## src/rtl/pipelined_cla_addsub.sv

```systemverilog
// pipelined_cla_addsub
//   Pipelined carry-lookahead adder/subtractor. WIDTH must be a multiple of
//   16. One pipeline stage resolves one 16-bit segment. Each segment uses
//   4-bit lookahead per nibble and a second-order group lookahead for the
//   segment carry-out. The carry is registered between stages.
//
// Ports
//   clk, rst_n            rising-edge clock, asynchronous active-low reset
//   in_valid / in_ready   operand handshake (x, y, cin, sub)
//   x, y                  operands; sub=0: x+y+cin, sub=1: x-y-cin
//   cin                   carry-in (add) / borrow-in (sub)
//   out_valid / out_ready result handshake (s, cout, ovf, zero)
//   s                     result modulo 2^WIDTH
//   cout                  raw carry out of the MSB (sub: 1 = no borrow)
//   ovf                   two's-complement overflow
//   zero                  s == 0
module pipelined_cla_addsub #(
  parameter int WIDTH = 32
) (
  input  logic             clk,
  input  logic             rst_n,
  input  logic             in_valid,
  output logic             in_ready,
  input  logic [WIDTH-1:0] x,
  input  logic [WIDTH-1:0] y,
  input  logic             cin,
  input  logic             sub,
  output logic             out_valid,
  input  logic             out_ready,
  output logic [WIDTH-1:0] s,
  output logic             cout,
  output logic             ovf,
  output logic             zero
);

  localparam int S  = WIDTH / 16;
  localparam int SR = (S > 1) ? S - 1 : 1;

  // 16-bit two-level lookahead: returns {carry_out, sum}.
  function automatic logic [16:0] cla16(input logic [15:0] a,
                                        input logic [15:0] b,
                                        input logic        c);
    logic [15:0] p, g, cb;
    logic [3:0]  pn, gn;
    logic [4:0]  cn;
    p = a ^ b;
    g = a & b;
    for (int i = 0; i < 4; i++) begin
      pn[i] = &p[4*i +: 4];
      gn[i] = g[4*i+3] | (p[4*i+3] & g[4*i+2])
            | (p[4*i+3] & p[4*i+2] & g[4*i+1])
            | (p[4*i+3] & p[4*i+2] & p[4*i+1] & g[4*i]);
    end
    cn[0] = c;
    cn[1] = gn[0] | (pn[0] & c);
    cn[2] = gn[1] | (pn[1] & gn[0]) | (pn[1] & pn[0] & c);
    cn[3] = gn[2] | (pn[2] & gn[1]) | (pn[2] & pn[1] & gn[0])
          | (pn[2] & pn[1] & pn[0] & c);
    // Segment carry-out from the second-order group propagate/generate.
    cn[4] = gn[3] | (pn[3] & gn[2]) | (pn[3] & pn[2] & gn[1])
          | (pn[3] & pn[2] & pn[1] & gn[0]) | ((&pn) & c);
    for (int i = 0; i < 4; i++) begin
      cb[4*i]   = cn[i];
      cb[4*i+1] = g[4*i] | (p[4*i] & cn[i]);
      cb[4*i+2] = g[4*i+1] | (p[4*i+1] & g[4*i]) | (p[4*i+1] & p[4*i] & cn[i]);
      cb[4*i+3] = g[4*i+2] | (p[4*i+2] & g[4*i+1])
                | (p[4*i+2] & p[4*i+1] & g[4*i])
                | (p[4*i+2] & p[4*i+1] & p[4*i] & cn[i]);
    end
    return {cn[4], p ^ cb};
  endfunction

  logic [S-1:0]     vld_p;
  logic [S:0]       rdy;
  logic [S-1:0]     up_vld;
  logic [S-1:0]     load;

  // acc_* holds the partially built word: segments below the current stage
  // are already sums, segments at and above it are still x.
  logic [WIDTH-1:0] acc_in [S];
  logic [WIDTH-1:0] acc_nx [S];
  // y_in is kept shifted so the segment being added is always bits [15:0].
  logic [WIDTH-1:0] y_in   [S];
  logic [S-1:0]     c_in;
  logic [S-1:0]     c_nx;
  logic             c_msb;

  logic [WIDTH-1:0] acc_p  [SR];
  logic [WIDTH-1:0] y_p    [SR];
  logic [SR-1:0]    c_p;

  logic [WIDTH-1:0] s_q;
  logic             cout_q;
  logic             ovf_q;
  logic             zero_q;

  // Handshake: a stage can take new data when empty or when it drains.
  always_comb begin
    rdy[S] = out_ready;
    for (int k = S - 1; k >= 0; k--) begin
      rdy[k] = !vld_p[k] || rdy[k+1];
    end
    up_vld[0] = in_valid;
    for (int k = 1; k < S; k++) begin
      up_vld[k] = vld_p[k-1];
    end
    load = up_vld & rdy[S-1:0];
  end

  assign in_ready  = rdy[0];
  assign out_valid = vld_p[S-1];

  always_comb begin
    acc_in[0] = x;
    y_in[0]   = sub ? ~y : y;
    c_in[0]   = cin ^ sub;
    for (int k = 1; k < S; k++) begin
      acc_in[k] = acc_p[k-1];
      y_in[k]   = y_p[k-1];
      c_in[k]   = c_p[k-1];
    end
    for (int k = 0; k < S; k++) begin
      acc_nx[k] = acc_in[k];
      {c_nx[k], acc_nx[k][16*k +: 16]} = cla16(acc_in[k][16*k +: 16], y_in[k][15:0], c_in[k]);
    end
    // Carry into the MSB recovered from the MSB sum and operand bits.
    c_msb = acc_nx[S-1][WIDTH-1] ^ acc_in[S-1][WIDTH-1] ^ y_in[S-1][15];
  end

  always_ff @(posedge clk or negedge rst_n) begin
    if (!rst_n) begin
      vld_p <= '0;
    end else begin
      for (int k = 0; k < S; k++) begin
        if (rdy[k]) vld_p[k] <= up_vld[k];
      end
    end
  end

  // ---- stage k -> stage k+1 boundary (intermediate stages) ----
  always_ff @(posedge clk) begin
    for (int k = 0; k < S - 1; k++) begin
      if (load[k]) begin
        acc_p[k] <= acc_nx[k];
        y_p[k]   <= y_in[k] >> 16;
        c_p[k]   <= c_nx[k];
      end
    end
  end

  // ---- final stage -> output register ----
  always_ff @(posedge clk or negedge rst_n) begin
    if (!rst_n) begin
      s_q    <= '0;
      cout_q <= 1'b0;
      ovf_q  <= 1'b0;
      zero_q <= 1'b0;
    end else if (load[S-1]) begin
      s_q    <= acc_nx[S-1];
      cout_q <= c_nx[S-1];
      ovf_q  <= c_nx[S-1] ^ c_msb;
      zero_q <= (acc_nx[S-1] == '0);
    end
  end

  assign s    = s_q;
  assign cout = cout_q;
  assign ovf  = ovf_q;
  assign zero = zero_q;

endmodule

```

## config.mk

```make
export PLATFORM = sky130hd
export DESIGN_NAME = pipelined_cla_addsub
export DESIGN_NICKNAME = d
export VERILOG_FILES = /design/src/rtl/pipelined_cla_addsub.sv
export SDC_FILE = /design/constraint.sdc
export NUM_CORES = 1
export LEC_CHECK = 0
export BUFFER_PORTS_ARGS = -buffer_cell sky130_fd_sc_hd__buf_2
export CAP_MARGIN = 40
export CELL_PAD_IN_SITES_DETAIL_PLACEMENT = 1
export CELL_PAD_IN_SITES_GLOBAL_PLACEMENT = 1
export CORE_ASPECT_RATIO = 1.1
export CORE_MARGIN = 1
export CORE_UTILIZATION = 39
export CTS_BUF_LIST = sky130_fd_sc_hd__clkbuf_16
export DETAILED_ROUTE_END_ITERATION = 10
export GPL_ROUTABILITY_DRIVEN = 1
export PLACE_DENSITY = 0.8
export SKIP_CTS_REPAIR_TIMING = 1
export SYNTH_ARGS = -nofsm -noshare
export SYNTH_HDL_FRONTEND = slang
export SYNTH_SLANG_ARGS = --single-unit
```

## constraint.sdc

```tcl
create_clock -name clk -period 3.5 [get_ports clk]
set_clock_uncertainty 0.2 [all_clocks]
set_input_delay 0.175 -clock clk [delete_from_list [all_inputs] [get_ports clk]]
set_output_delay 0.175 -clock clk [all_outputs]
set_load 0.02 [all_outputs]
```

# Word-level counts from Yosys, hierarchy flattened
# Memories as Yosys holds them, arrays and structs flattened.
# Cells that the tools add are included.
[totals]
register_bits = 38
ramBits = 48
output_inout_bits = 37
word_cells = 273
n_memories = 2
[op_classes]
muxes = 3
n_bitwise = 246
n_reduce_logical = 15
[mem_list]
columns = ["name", "words", "word_bits", "rd", "rd_ports_with_merged_regs", "write_ports", "line", "rtl"]
rows = [
  ["acc_p", 1, 32, 1, 0, 1, "88", "logic [WIDTH-1:0] acc_p [SR];"],
  ["y_p", 1, 16, 1, 0, 1, "89", "logic [WIDTH-1:0] y_p [SR];"],
]
[op_table]
columns = ["op", "count"]
rows = [
  ["$and A1 B1 Y1", 142],
  ["$or A1 B1 Y1", 92],
  ["$xor A16 B16 Y16", 4],
  ["$and A16 B16 Y16", 2],
  ["$logic_not A32 Y1", 1],
  ["$mux W32", 1],
  ["$not A32 Y32", 1],
  ["$reduce_and A16 Y1", 2],
  ["$reduce_and A4 Y1", 8],
  ["$xor A1 B1 Y1", 4],
  ["$and A2 B2 Y2", 1],
  ["$logic_not A1 Y1", 2],
  ["$logic_or A1 B1 Y1", 2],
  ["$mux W1", 2],
]

# Logic depth before layout (Yosys ltp)
# Gate-level depths: netlist of run 1.
# An unclocked memory read counts as a cell.
[depth]
ltp_word = 16
ltp_mapped = 14
mapped_depth_nobuf = 14

# Least setup slack after synthesis of run 1
# Ideal clock, no wire load.
[synth_path]
path_type = "register to register"
from = "memory acc_p[0][16]"
to = "register zero_q (netlist: zero)"
setup_time_ns = 0.095
arrival_ns = 3.081
t_required_ns = 3.205
setup_slack_ns = 0.124
stages_incl_launch_ff = 14
path_buffers = 0
path_cell_list = "edfxtp_1 > ha_1 > a211oi_1 > o21bai_1 > a21oi_1 > o21ba_2 > o21ai_0 > a21o_1 > fa_1 > nor4_1 > o2111ai_1 > nor3b_1 > mux2i_1 > o31ai_1"
[synth_rtl]
columns = ["item", "line", "rtl"]
rows = [
  ["from (decl)", "88", ""],
  ["to (signal assigned)", "162", "zero_q <= (acc_nx[S-1] == '0);"],
  ["to (decl)", "95", "logic zero_q;"],
]

==> reports/qor.txt, run 1 <==
reg2reg setup slack: -7 ps
WP buf/inv: 0
Static Leakage: 2.759 nW
DR iter-0 viols: 121
Placer Congestion: 0.8351
Synth Area in Compound Gates: 8.777%
first-pass GRT wire length: 18,360 um
Seq/Total Area, Yosys: 50.96%
# IOs: 107
total chip power: 3.559 mW
largest family of logic cells by synthesized area: adder cells
type of origin of the critical path: flip-flop
DRC viols: 0
Synth Register Bits: 86
CTS tree: done
Rows: 41
area grow syn2layout: 32.61%
Layout fillers: 1,265
Hold/Removal Path Class: input port to flip-flop
Worst Path Required: 3550 ps
initial core utilization: 40.58%
H-Tree Level Count: 3
Worst Tran Pin Value: 673.8 ps
PortBufs: 106
DP HPWL: 8920 um
Clock Path Buffers: 2
Final Max Slew Viols: 0
DR WL/cell: 18.76 um
syn_nets: 503
Skew-Pair Late Insertion Delay: 350 ps
Synth async-reset ratio: 43.02%
Yosys cell types: 51
Synth Warn #: 0
Core ar.: 11,590 sq um
fin util: 53.81%
area of the multi-input gates: 2266 sq um
post-synthesis mux area share: 4.707%
Post-synth EDFFs: 49
Post-Synthesis Cells: 393
Placement Setup Slack: -423.7 ps
max incr delay on CP: 460 ps
Tcrit/Tclk final: 100.2%
All-Layer GR Usage: 19.56%
Setup WS post-layout: -6.855 ps
switching share of power: 32.13%
vias in the first global route: 3,648
post-place instance area: 5448 sq um
Total Wirelength: 13,100 um
critical path endpoint category: flip-flop
Pwr Density: 570.5 nW/um^2
cts bufs inserted: 9
post-synthesis adder-cell area fraction: 11.91%
Synth Area in Simple Gates: 9.574%
Worst VDD drop: 0.2456 mV
CP Cell Sequence: ha_1 > a211oi_2 > o21bai_1 > a21oi_2 > o21ba_4 > o21ai_2 > a21o_1 > fa_2 > nor4_4 > o2111ai_2 > nor3b_2 > mux2i_1 > o31ai_1
Worst slew margin: 54.97%
clk sink count: 86
Sw Pwr: 1.144 mW
Tmin final: 3507 ps
drt first pass iters: 4
CP max-delay cell: fa_2
Reg area: 2397 sq um
Synth area leader: edfxtp_1
total of max-cap violations: 0
die area: 12,510 sq um
Final ANT Viol Nets: 0
Synth top area share: 31.28%
GR Overflow Total: 0
CP arrival: 3560 ps
syn avg cell area: 11.97 sq um
endpoints failing hold: 1
largest net degree at the start of global routing: 33
proportion of layout cells with a drive suffix above 1: 31.08%
sequential fraction of design power: 39.2%
clock-pin transition on the worst setup and hold timing paths: 70 ps
top area cells in the synthesized netlist: edfxtp_1 31%, dfrtp_1 20%, ha_1 8.5%
initial antenna violation count: 0
Synth Flop Type: edfxtp_1
Worst Path Max Fanout: 3
worst setup path class: flip-flop to flip-flop
unrepaired setup endpoints after global routing: yes
final setup vio count: 1
Mapped Area: 4705 sq um
Comb pwr share: 29.4%
family with the most delay on the worst path: compound AO/OA/AOI/OAI gates
Int Power: 2.415 mW
chip width: 106.7 um
Vias: 3,616
cell area after layout: 6238 sq um
Root Buffer: clkbuf_16
Max Clock Freq: 0.2852 GHz
failing checks: hold timing, setup timing
outcome: finished, violations left
post-synthesis xor/xnor area fraction: 11.36%
# nets final: 652
vias per cell: 5.181
Clock power frac: 31.4%
Fin Hold WS: -44.80 ps
DIE HEIGHT: 117.2 um
## layout make-up
class                   instances  area share (%)
clock inverters                 7           1.966
clock buffers                   9           3.610
well taps                     150           3.008
inverters                      21           1.264
diodes                          1         0.04011
multi-input cells             275           36.32
flip-flops and latches         86           38.43
repair buffers                149           15.36
## per-stage QoR
step	std cells	hold WS (ps)	setup TNS [ps]
5_1_grt	697	0.2771	-176.5
4_1_cts	661	-410.8	-567.9
2_1_floorplan	393	-320.6	0
3_3_place_gp	644	122.8	-66.28
3_5_place_dp	645	-42.22	-423.7
6_report	698	-44.80	-6.855
## cells by family after synthesis
family	Yosys count
AO/OA/AOI/OAI	61
XOR/XNOR	61
adder cells (fa/ha/maj)	40
buffers and inverters	32
flip-flops	86
multiplexers	20
AND/OR/NAND/NOR	93
## cells in the final DEF, fill, tap and decap left out, types with 6 or more instances in the layout
cell           count
a21oi_1           14
buf_2            106
buf_4              8
clkbuf_16          9
dfrtp_1           37
dlygate4sd3_1     34
edfxtp_1          49
fa_1               6
ha_1              31
inv_1             21
mux2_2            17
nand2_1           36
nor2_1            12
nor3_1             7
o21ai_0           18
xnor2_1           15
xor2_1            45
## metal layers
metal	track usage, %	vias to the layer above	wire length [um]
li1	-	1684	-
met1	22.38	1792	5128
met2	36.17	111	7086
met3	3.599	29	512
met4	7.854	0	366
met5	0	-	0
## cells in the mapped netlist, types with 2 or more instances
| cell type | n |
|---|---|
| edfxtp_1 | 49 |
| xor2_1 | 45 |
| dfrtp_1 | 37 |
| nand2_1 | 36 |
| ha_1 | 32 |
| inv_1 | 21 |
| o21ai_0 | 20 |
| mux2_2 | 17 |
| xnor2_1 | 16 |
| a21oi_1 | 15 |
| nor2_1 | 12 |
| clkbuf_1 | 9 |
| nor3_1 | 9 |
| fa_1 | 8 |
| nand3_1 | 6 |
| and2_1 | 4 |
| nand2b_1 | 4 |
| nor4_1 | 4 |
| or2_2 | 4 |
| a21o_1 | 3 |
| mux2i_1 | 3 |
| nand4_1 | 3 |
| nor2b_1 | 3 |
| o21a_1 | 3 |
| and3_1 | 2 |
| o22ai_1 | 2 |
| o31ai_1 | 2 |
## registers in the layout, summed over array words and instances, names as in the netlist
signal and flops:
vld_p 2, acc_p 32, s 32, cout 1, ovf 1, y_p 16, zero 1, c_p 1
## final timing paths
check / start / to / cells past startpoint
worst max-delay path: acc_p[0][16]$_DFFE_PP_ / zero$_DFFE_PN0P_ / 13
max in group asynchronous: rst_n / s[18]$_DFFE_PN0P_ / 3
worst max register to register: acc_p[0][16]$_DFFE_PP_ / zero$_DFFE_PN0P_ / 13
worst min register to register: s[16]$_DFFE_PN0P_ / s[16]$_DFFE_PN0P_ / 2
min in group asynchronous: rst_n / cout$_DFFE_PN0P_ / 2
worst min-delay path: out_ready / vld_p[0]$_DFFE_PN0N_ / 3
## power groups by stage
stage          combinational (mW)  clock, mW  sequential (mW)
2_1_floorplan               0.483          0             1.52
3_3_place_gp                0.910          0             1.39
3_5_place_dp                0.956          0             1.41
4_1_cts                     0.972       1.13             1.39
5_1_grt                      1.13       1.17             1.41
6_report                     1.05       1.12             1.40
## tightest hold or removal path: cells and delay by family
family / cells / cell delay (ps)
buffers and inverters: 1 / 80
and+or+nand+nor: 2 / 200
Note: power is estimated with default switching activity, not from simulation.
==> run 2: changes to the inputs <==
Settings changed: CORE_MARGIN 1 to unset, CORE_UTILIZATION 39 to 45, PLACE_DENSITY 0.8 to 0.87.
Clock period 3.5 ns to 4.15 ns, I/O delays scaled along.
==> reports/qor.txt, run 2 (synthesized netlist as in run 1, its figures left out) <==
outcome: finished, violations left
failing checks: hold timing
DP HPWL: 8960 um (+0.46%)
Tcrit/Tclk final: 97.00% (-3.2 points)
commonest non-fill, non-tap cells in the layout: 106 x buf_2, 49 x edfxtp_1, 45 x xor2_1
WL met1: 5175 um (+0.92%)
CTS tree: done
Vias: 3,667 (+1.4%)
family with the most delay on the worst path: compound AO/OA/AOI/OAI gates
GR Overflow Total: 0 (unchanged)
PortBufs: 106 (unchanged)
chip width: 99.49 um (-6.8%)
cts bufs inserted: 9 (unchanged)
All-Layer GR Usage: 23.93% (+4.4 points)
Worst Path Max Fanout: 4 (+1)
H-Tree Level Count: 3 (unchanged)
WP buf/inv: 0 (unchanged)
min-delay src: out_ready
vias per cell: 5.393 (+4.1%)
Rows: 38 (-7.3%)
Core ar.: 10,030 sq um (-13%)
DRC viols: 0 (unchanged)
Clock power frac: 31.2% (-0.2 points)
Hold Crit Depth: 3 (unchanged)
Clock Path Buffers: 2 (unchanged)
met2 WL post-DR: 7452 um (+5.2%)
DIE HEIGHT: 109.2 um (-6.8%)
reg2reg setup slack: 120 ps (+130 ps)
Worst Path Required: 4190 ps (+640 ps)
clock-pin transition on the worst setup and hold timing paths: 60 ps (about the same)
CP max-delay cell: fa_1
Fin Hold WS: -2.688 ps (+42.11 ps)
Comb pwr share: 29.2% (-0.2 points)
CP arrival: 4070 ps (+510 ps)
clk sink count: 86 (unchanged)
Layout fillers: 1,099 (-13%)
total chip power: 2.978 mW (-16%)
area grow syn2layout: 29.55%
Final Max Slew Viols: 0 (unchanged)
first-pass GRT wire length: 19,610 um (+6.8%)
total of max-cap violations: 0 (unchanged)
Tmin final: 4025 ps (+518.6 ps)
DR WL/cell: 20.14 um (+7.4%)
switching share of power: 32.32% (+0.18 points)
reg2reg start: acc_p[0][18]$_DFFE_PP_
type of origin of the critical path: flip-flop
Sw Pwr: 962.3 uW (-16%)
Skew-Pair Late Insertion Delay: 340 ps (about the same)
worst setup path class: flip-flop to flip-flop
most common cell after layout, fill and taps aside: buf_2
Reg2Reg Depth: 13 (unchanged)
worst r2r dst: zero$_DFFE_PN0P_
Worst Tran Pin Value: 618.5 ps (-55.29 ps)
sequential fraction of design power: 39.5% (+0.3 points)
Final ANT Viol Nets: 0 (unchanged)
DR iter-0 viols: 219 (+81%)
Worst slew margin: 58.77% (+3.8 points)
Max Clock Freq: 0.2484 GHz (-13%)
# nets final: 645 (-1.1%)
Hold/Removal Path Class: input port to flip-flop
drt first pass iters: 4 (unchanged)
Static Leakage: 2.723 nW (-1.3%)
Setup WS post-layout: 124.5 ps (+131.4 ps)
initial core utilization: 46.89% (+6.3 points)
Worst VDD drop: 0.2340 mV (-4.7%)
die area: 10,870 sq um (-13%)
largest net degree at the start of global routing: 45 (+36%)
endpoints failing hold: 1 (unchanged)
fin util: 60.75% (+6.9 points)
final setup vio count: 0 (-1)
initial antenna violation count: 0 (unchanged)
vias in the first global route: 3,774 (+3.5%)
CP Cell Sequence: ha_1 > o21ai_1 > o21bai_1 > a21oi_2 > o21ba_2 > o21ai_0 > a21o_1 > fa_1 > nor4_1 > o2111ai_1 > nor3b_1 > mux2i_1 > o31ai_1
Total Wirelength: 13,700 um (+4.6%)
Diodes inserted: 0 (-1)
setup_tns: 0 ps (+6.855 ps)
proportion of layout cells with a drive suffix above 1: 28.33% (-2.7 points)
max incr delay on CP: 460 ps (about the same)
Int Power: 2.015 mW (-17%)
# IOs: 107 (unchanged)
Stages on worst setup path: 13 (unchanged)
Pwr Density: 488.6 nW/um^2 (-14%)
Root Buffer: clkbuf_16
Placement Setup Slack: 233.1 ps (+656.8 ps)
routed wl met3: 528 um (+3.1%)
critical path endpoint category: flip-flop
hold endpoint: vld_p[0]$_DFFE_PN0N_
Placer Congestion: 0.8202 (-1.8%)
uppermost layer routed: met4
-- run 2: metal layers --
layer | up-vias | global-route usage [%]
li1 | 1685 | -
met1 | 1811 | 26.71
met2 | 124 | 44.89
met3 | 47 | 4.359
met4 | 0 | 9.874
met5 | - | 0
-- run 2: tightest hold or removal path: stages --
cell and delay [ps]:
buf_2 80, nand3b_1 130, nand2b_1 60
-- run 2: stage by stage --
stage	cell area, sq um	instances
2_1_floorplan	4705	393
3_3_place_gp	5378	630
3_5_place_dp	5425	632
4_1_cts	5766	648
5_1_grt	6095	680
6_report	6095	680
-- run 2: worst max path at each step --
stage                                start          endpoint  slack (ps)
finish              acc_p[0][18]$_DFFE_PP_  zero$_DFFE_PN0P_         120
global route        acc_p[0][16]$_DFFE_PP_  zero$_DFFE_PN0P_        -100
CTS                 acc_p[0][16]$_DFFE_PP_  zero$_DFFE_PN0P_          80
detailed placement  acc_p[0][16]$_DFFE_PP_  zero$_DFFE_PN0P_         230
global placement    acc_p[0][16]$_DFFE_PP_  zero$_DFFE_PN0P_         530
floorplan           acc_p[0][16]$_DFFE_PP_  zero$_DFFE_PN0P_         770
-- run 2: power by group through the flow --
stage          logic, mW  clock network [mW]  registers, mW
4_1_cts            0.829               0.921           1.18
3_5_place_dp       0.810                   0           1.19
2_1_floorplan      0.407                   0           1.28
3_3_place_gp       0.756                   0           1.18
6_report           0.871               0.929           1.18
5_1_grt            0.944               0.962           1.19
-- run 2: cell type report --
class / instances / area, sq um / area share [%]
Timing Repair Buffer: 142 / 913.4 / 14.99
Clock inverter: 7 / 115.1 / 1.889
Tap cell: 140 / 175.2 / 2.874
Multi-Input combinational cell: 275 / 2190 / 35.93
Clock buffer: 9 / 225.2 / 3.695
Inverter: 21 / 78.83 / 1.293
Sequential cell: 86 / 2397 / 39.33
